`config.mk`:
```
export PLATFORM = sky130hd
export DESIGN_NAME = toggle_counter
export DESIGN_NICKNAME = d
export VERILOG_FILES = /design/src/rtl/toggle_counter.sv
export SDC_FILE = /design/constraint.sdc
export NUM_CORES = 1
export LEC_CHECK = 0
export BUFFER_PORTS_ARGS = -buffer_cell sky130_fd_sc_hd__clkbuf_2
export CAP_MARGIN = 40
export CORE_MARGIN = 3
export CORE_UTILIZATION = 45
export DETAILED_ROUTE_END_ITERATION = 7
export HOLD_SLACK_MARGIN = 0.12
export PLACE_DENSITY = 0.75
export SLEW_MARGIN = 20
export SYNTH_ARGS = -nofsm -noshare
export SYNTH_HDL_FRONTEND = slang
export SYNTH_SLANG_ARGS = --single-unit
export TNS_END_PERCENT = 100
```
`constraint.sdc`:
```
create_clock -name clk -period 2 [get_ports clk]
set_input_delay 0.2 -clock clk [delete_from_list [all_inputs] [get_ports clk]]
set_output_delay 0.2 -clock clk [all_outputs]
set_load 0.01 [all_outputs]
```
`src/rtl/toggle_counter.sv`:
```
// toggle_counter: WIDTH-bit bank of T flip-flops that can also act as a
// modulo up/down counter or a loadable register, with a registered
// terminal-count flag for chaining.
// Ports: clk, reset (sync, active-high), en, mode[1:0]
// (00 toggle, 01 up, 10 down, 11 load), t (toggle mask), d (load value),
// q (register value), tc (terminal count, registered).
// Optional: define TOGGLE_COUNTER_GRAY_EN to add q_gray, a registered
// Gray-code copy of q that is cycle-aligned with q.
module toggle_counter #(
    parameter int              WIDTH    = 8,
    parameter longint unsigned MODULUS  = 256,
    parameter bit              SATURATE = 1'b0
) (
    input  logic             clk,
    input  logic             reset,
    input  logic             en,
    input  logic [1:0]       mode,
    input  logic [WIDTH-1:0] t,
    input  logic [WIDTH-1:0] d,
`ifdef TOGGLE_COUNTER_GRAY_EN
    output logic [WIDTH-1:0] q_gray,
`endif
    output logic [WIDTH-1:0] q,
    output logic             tc
);

    if (WIDTH < 1 || WIDTH > 32) begin : g_bad_width
        $error("toggle_counter: WIDTH must be 1..32");
    end

    if (MODULUS < 2 || MODULUS > (64'd1 << WIDTH)) begin : g_bad_mod
        $error("toggle_counter: MODULUS must be 2..2**WIDTH");
    end

    localparam logic [WIDTH-1:0] MAX_V = WIDTH'(MODULUS - 64'd1);
    localparam logic [WIDTH-1:0] ONE   = WIDTH'(1);
    localparam logic [WIDTH-1:0] ZERO  = '0;

    // Value taken at a boundary: wrap to the far end, or hold.
    localparam logic [WIDTH-1:0] UP_BND = SATURATE ? MAX_V : ZERO;
    localparam logic [WIDTH-1:0] DN_BND = SATURATE ? ZERO : MAX_V;

    localparam logic [1:0] M_TGL  = 2'b00;
    localparam logic [1:0] M_UP   = 2'b01;
    localparam logic [1:0] M_DOWN = 2'b10;
    localparam logic [1:0] M_LOAD = 2'b11;

    logic [WIDTH-1:0] q_q;
    logic [WIDTH-1:0] q_d;
    logic             tc_q;
    logic             tc_d;

    always_comb begin
        q_d  = q_q;
        tc_d = 1'b0;
        if (en) begin
            unique case (mode)
                M_TGL: begin
                    q_d = q_q ^ t;
                end
                M_UP: begin
                    // Any value at or past MAX_V is a boundary,
                    // including out-of-range values left by toggle.
                    if (q_q < MAX_V) begin
                        q_d = q_q + ONE;
                    end else begin
                        q_d  = UP_BND;
                        tc_d = 1'b1;
                    end
                end
                M_DOWN: begin
                    if (q_q != ZERO) begin
                        q_d = q_q - ONE;
                    end else begin
                        q_d  = DN_BND;
                        tc_d = 1'b1;
                    end
                end
                M_LOAD: begin
                    q_d = (d <= MAX_V) ? d : MAX_V;
                end
                default: begin
                    q_d = q_q;
                end
            endcase
        end
    end

    always_ff @(posedge clk) begin
        if (reset) begin
            q_q  <= '0;
            tc_q <= 1'b0;
        end else begin
            q_q  <= q_d;
            tc_q <= tc_d;
        end
    end

    assign q  = q_q;
    assign tc = tc_q;

`ifdef TOGGLE_COUNTER_GRAY_EN
    logic [WIDTH-1:0] gray_q;
    logic [WIDTH-1:0] gray_d;

    // Encode the next value so gray_q lands on the same edge as q_q.
    always_comb begin
        gray_d = (q_d >> 1) ^ q_d;
    end

    always_ff @(posedge clk) begin
        if (reset) begin
            gray_q <= '0;
        end else begin
            gray_q <= gray_d;
        end
    end

    assign q_gray = gray_q;
`endif

endmodule

```
## After elaboration in Yosys (flattened, before gate mapping)

Index checks and enable logic that the tools add are counted.

| cells by class | value |
|---|---|
| reduce and logical (&&, ||, !) cells | 3 |
| shifts and indexed selects | 0 |
| $lt $le $gt $ge | 2 |
| bitwise gates (word level) | 2 |
| add/subtract/negate cells | 2 |
| div/mod/pow operators | 0 |
| $mul | 0 |
| muxes and demuxes | 7 |
| equal/unequal tests | 3 |

Operator list:

| operator | count |
|---|---|
| 8-bit case mux with 4 select lines | 1 |
| 8-bit two-way mux | 3 |
| 8-bit by 1-bit adder with 8-bit output (second input constant) | 1 |
| 8-bit less-or-equal comparator (second input constant) | 1 |
| 8-bit less-than comparator (second input constant) | 1 |
| 8-bit nonzero test | 1 |
| 8-bit by 1-bit subtractor with 8-bit output (second input constant) | 1 |
| 8-bit bitwise XOR | 1 |
| 2-bit equality test (second input constant) | 2 |
| 2-bit by 1-bit equality test with 1-bit output (second input constant) | 1 |
| 2-bit zero test | 1 |
| 1-bit two-way mux | 2 |
| 1-bit case mux with 2 select lines | 1 |
| 2-bit OR reduction | 1 |
| 1-bit inverter | 1 |

| storage, ports and cells | value |
|---|---|
| input port bits | 21 |
| memories kept | 0 |
| flip-flop bits (word level) | 9 |
| memory bits (read-only) | 0 |
| latch bits | 0 |
| RAM bits | 0 |

## Depth between registers and ports, before layout

| logic depth | value |
|---|---|
| depth in word-level cells | 3 |
| mapped depth | 7 |
| depth with buffers taken out | 6 |

## Least setup slack after synthesis

Ideal clock, no wire load.

| timing | value |
|---|---|
| path kind | reg-to-reg |
| start point | register q_q[0] (netlist: q[0]) |
| end point | register q_q[4] (netlist: q[4]) |
| required time | 1.870 ns |
| stages on the path, launching flop included | 7 |
| path slack | 0.458 ns |
| buffers on the path | 0 |
| arrival | 1.412 ns |
| cells stage by stage | dfxtp_1 > inv_1 > ha_1 > nor3b_1 > xnor2_1 > a222oi_1 > a21oi_1 |

| on the way | value |
|---|---|
| longest elaborated chain between the ends | 3 |
| elaborated cells between the ends (all ways) | 7 |
| those cells by class | add/sub: 2; order compare: 1; mux: 3; reduce/logical: 1 |

Ends and longest elaborated chain:

| what | line | text |
|---|---|---|
| start: declaration | 48 | `logic [WIDTH-1:0] q_q;` |
| start signal: assignment | 94 | `q_q <= q_d;` |
| 8-bit by 1-bit subtractor with 8-bit output (tied with other cells) | 73 | `q_d = q_q - ONE;` |
| 8-bit two-way mux, on equally long branches | 72, 64 |  |
| 8-bit case mux with 4 select lines (*) | 57 | `unique case (mode)` |

Mark *: on every way between the ends. The rest lies on a longest branch, timed or not.
A chain may end at the register's enable or synchronous reset.

## Worst setup path in the final report

Ends and elaborated chain as after synthesis.

==> impl_metrics.json <==
{
  "die_x_um": 52.87,
  "syn-cell-area_sq_um": 988.4,
  "powerDensity_mw_per_mm2": 537.7,
  "cts-root-buf": "clkbuf_4",
  "yosysSeqAreaShare": 0.1823,
  "final_cell_mix": "clkbuf_2, a21oi_1, inv_1, o21ai_0",
  "fin_tns_setup_ps": 0,
  "fmax_mhz": 550.8,
  "synth-edff-count": 0,
  "worstMarginPinSlew_ps": 490.6,
  "antenna_cells": 0,
  "drt_iter0_markers": 74,
  "postCtsSetupBuffers": 0,
  "grt_pass1_vias": 1010,
  "clockBufferDepth": 2,
  "grt_first_pass_wirelength_mm": 4.650,
  "num-nets-final": 188,
  "clk_pin_slew_worst_paths_ps": 70,
  "grt_setup_unrepaired": "false",
  "hold_viol": 0,
  "area_growth_pct": 17.85,
  "ir_worst_vdd_v": 0.0002965,
  "clock_latency_ps": 280,
  "ys_ff_latch": 9,
  "start_util": 0.4889,
  "cp_max_fo": 9,
  "grt-ovfl-total": 0,
  "cts_made_buffers": 3,
  "htreeDepth": 1,
  "crit_path_cell_trace": "ha_1 -> nand3_1 -> xnor2_1 -> a222oi_1 -> a21oi_1",
  "vias": 1178,
  "relSlewSlack": 0.6714,
  "leakagePower_nw": 0.4706,
  "wl_mm": 2.990,
  "drive_above_1_share": 0.2390,
  "synth_flop_cell": "dfxtp_1",
  "core_sq_mm": 0.002022,
  "ctsResizeCount": 0,
  "status": "finished, final reports clean",
  "period_share": 0.9078,
  "grt_max_degree": 14,
  "critPathArrivalTime_ps": 1960,
  "grt_util_all_layers": 0.2267,
  "syn_nets": 162,
  "viasPerCell": 6.333,
  "hold_buffers": 0,
  "dieHeight_um": 52.87,
  "dieArea_sq_mm": 0.002795,
  "routedWlPerCell_um": 16.08,
  "final_antenna_net_count": 0,
  "layout_commonest_cell": "clkbuf_2",
  "core.rowCount": 16,
  "cts_tree": "yes",
  "cts_sinks": 9,
  "portBuffers": 29,
  "route.detailed.drc": 0,
  "cp_data_required_time_ps": 2150,
  "hpwl_mm": 2.148,
  "drt_first_pass_iters": 4,
  "critPathCaptureType": "flip-flop",
  "async_reset_ff_frac": 0,
  "ioPinCount": 30,
  "hp-class": "primary input to flip-flop",
  "layout_min_cycle_time_ps": 1816,
  "setup.worst_path.start_class": "flip-flop",
  "finalSetupViolations": 0,
  "slowest_stage": "dfxtp_1",
  "cpPeakStageDelay_ps": 490,
  "worstSetupPathType": "flip-flop to flip-flop",
  "yosysWarnings": 0,
  "fin_util": 0.5761,
  "worst_clock_skew_ps": 3.562,
  "place_congestion": 0.9487,
  "maxCapViolations": 0,
  "yosysUniqueCellTypes": 39,
  "slew_violations": 0,
  "syn_inst": 134,
  "antenna_found_initial": 0,
  "avgSynthCellArea_sq_um": 7.376
}
[cells in the mapped netlist (2+ instances only)]
library cell / number / area, sq um
a21oi_1: 15 / 75.07
a22oi_1: 2 / 15.01
a311o_1: 6 / 60.06
a31oi_1: 6 / 37.54
buf_2: 2 / 10.01
clkbuf_1: 8 / 30.03
dfxtp_1: 9 / 180.2
ha_1: 7 / 87.58
inv_1: 11 / 41.29
nand2_1: 4 / 15.01
nand2b_1: 9 / 56.30
nand3_1: 4 / 20.02
nand4_1: 2 / 12.51
nor2b_1: 2 / 12.51
nor3_1: 5 / 25.02
nor3b_1: 2 / 15.01
nor4_1: 2 / 12.51
o21a_1: 3 / 22.52
o21ai_0: 11 / 55.05
o221ai_1: 2 / 17.52
o311a_1: 2 / 20.02
xnor2_1: 3 / 26.28
[routing by layer]
layer,track usage,share of wire,up-vias,wire length (um)
met5,0,0,-,0
met4,0.07234,0.014,0,43
met3,0.05915,0.10,9,302
met2,0.3636,0.46,80,1385
met1,0.2927,0.42,533,1258
li1,-,-,556,-
[path summary, 6_finish.rpt]
kind | slack (ps) | depth (start not counted) | end | from
setup / recovery | 180 | 5 | q[4] | q[0]
hold / removal | 230 | 3 | q[0] | d[0]
setup reg to reg | 180 | 5 | q[4] | q[0]
hold reg to reg | 590 | 2 | q[1] | q[1]
[flip-flops by register name, indices dropped and copies added (netlist names)]
register  flops
tc            1
q             8
[final cells by class]
cell class	instances	area, sq um
well taps	27	33.78
flip-flops and latches	9	180.2
repair buffers	32	167.7
clock buffers	4	26.28
fillers	213	857.1
inverters	11	41.29
multi-input cells	103	715.7
[cell families (layout without fill, tap and decap cells)]
group | after synthesis | after routing | share of synthesized area
fa+ha+maj | 7 | 7 | 0.08860
xor+xnor | 3 | 3 | 0.02659
flops | 9 | 9 | 0.1823
buf+inv | 22 | 47 | 0.09367
compound gates | 54 | 54 | 0.3709
simple gates | 38 | 38 | 0.2278
mux | 1 | 1 | 0.01013
[report_power, final]
group / leakage [nW] / total, mW / switching [mW] / internal (mW)
Sequential: 0.0742 / 0.230 / 0.0363 / 0.194
Clock: 0.0150 / 0.159 / 0.0817 / 0.0774
Combinational: 0.381 / 0.237 / 0.125 / 0.112
Total: 0.471 / 0.626 / 0.243 / 0.383
[through the flow]
stage               total power [mW]  area (sq um)  setup WS, ps  hold WS (ps)  cells
floorplan                     0.3906         988.4         458.2         397.9    134
global placement              0.4581          1139         331.2         494.3    182
detailed placement            0.4630          1139         295.0         519.2    182
CTS                           0.6217          1165         217.3         235.3    186
global route                  0.6637          1165         49.15         248.7    186
finish                        0.6264          1165         184.4         233.9    186
[critical path, delay by kind of cell, from the launching register on]
family	cells	cell delay (ps)
DFF	1	490
AOI/OAI and AO/OA	2	470
adders and majority gates	1	280
and+or+nand+nor	1	230
xor gates and xnor gates	1	220
(Power assumes the default switching activity.)
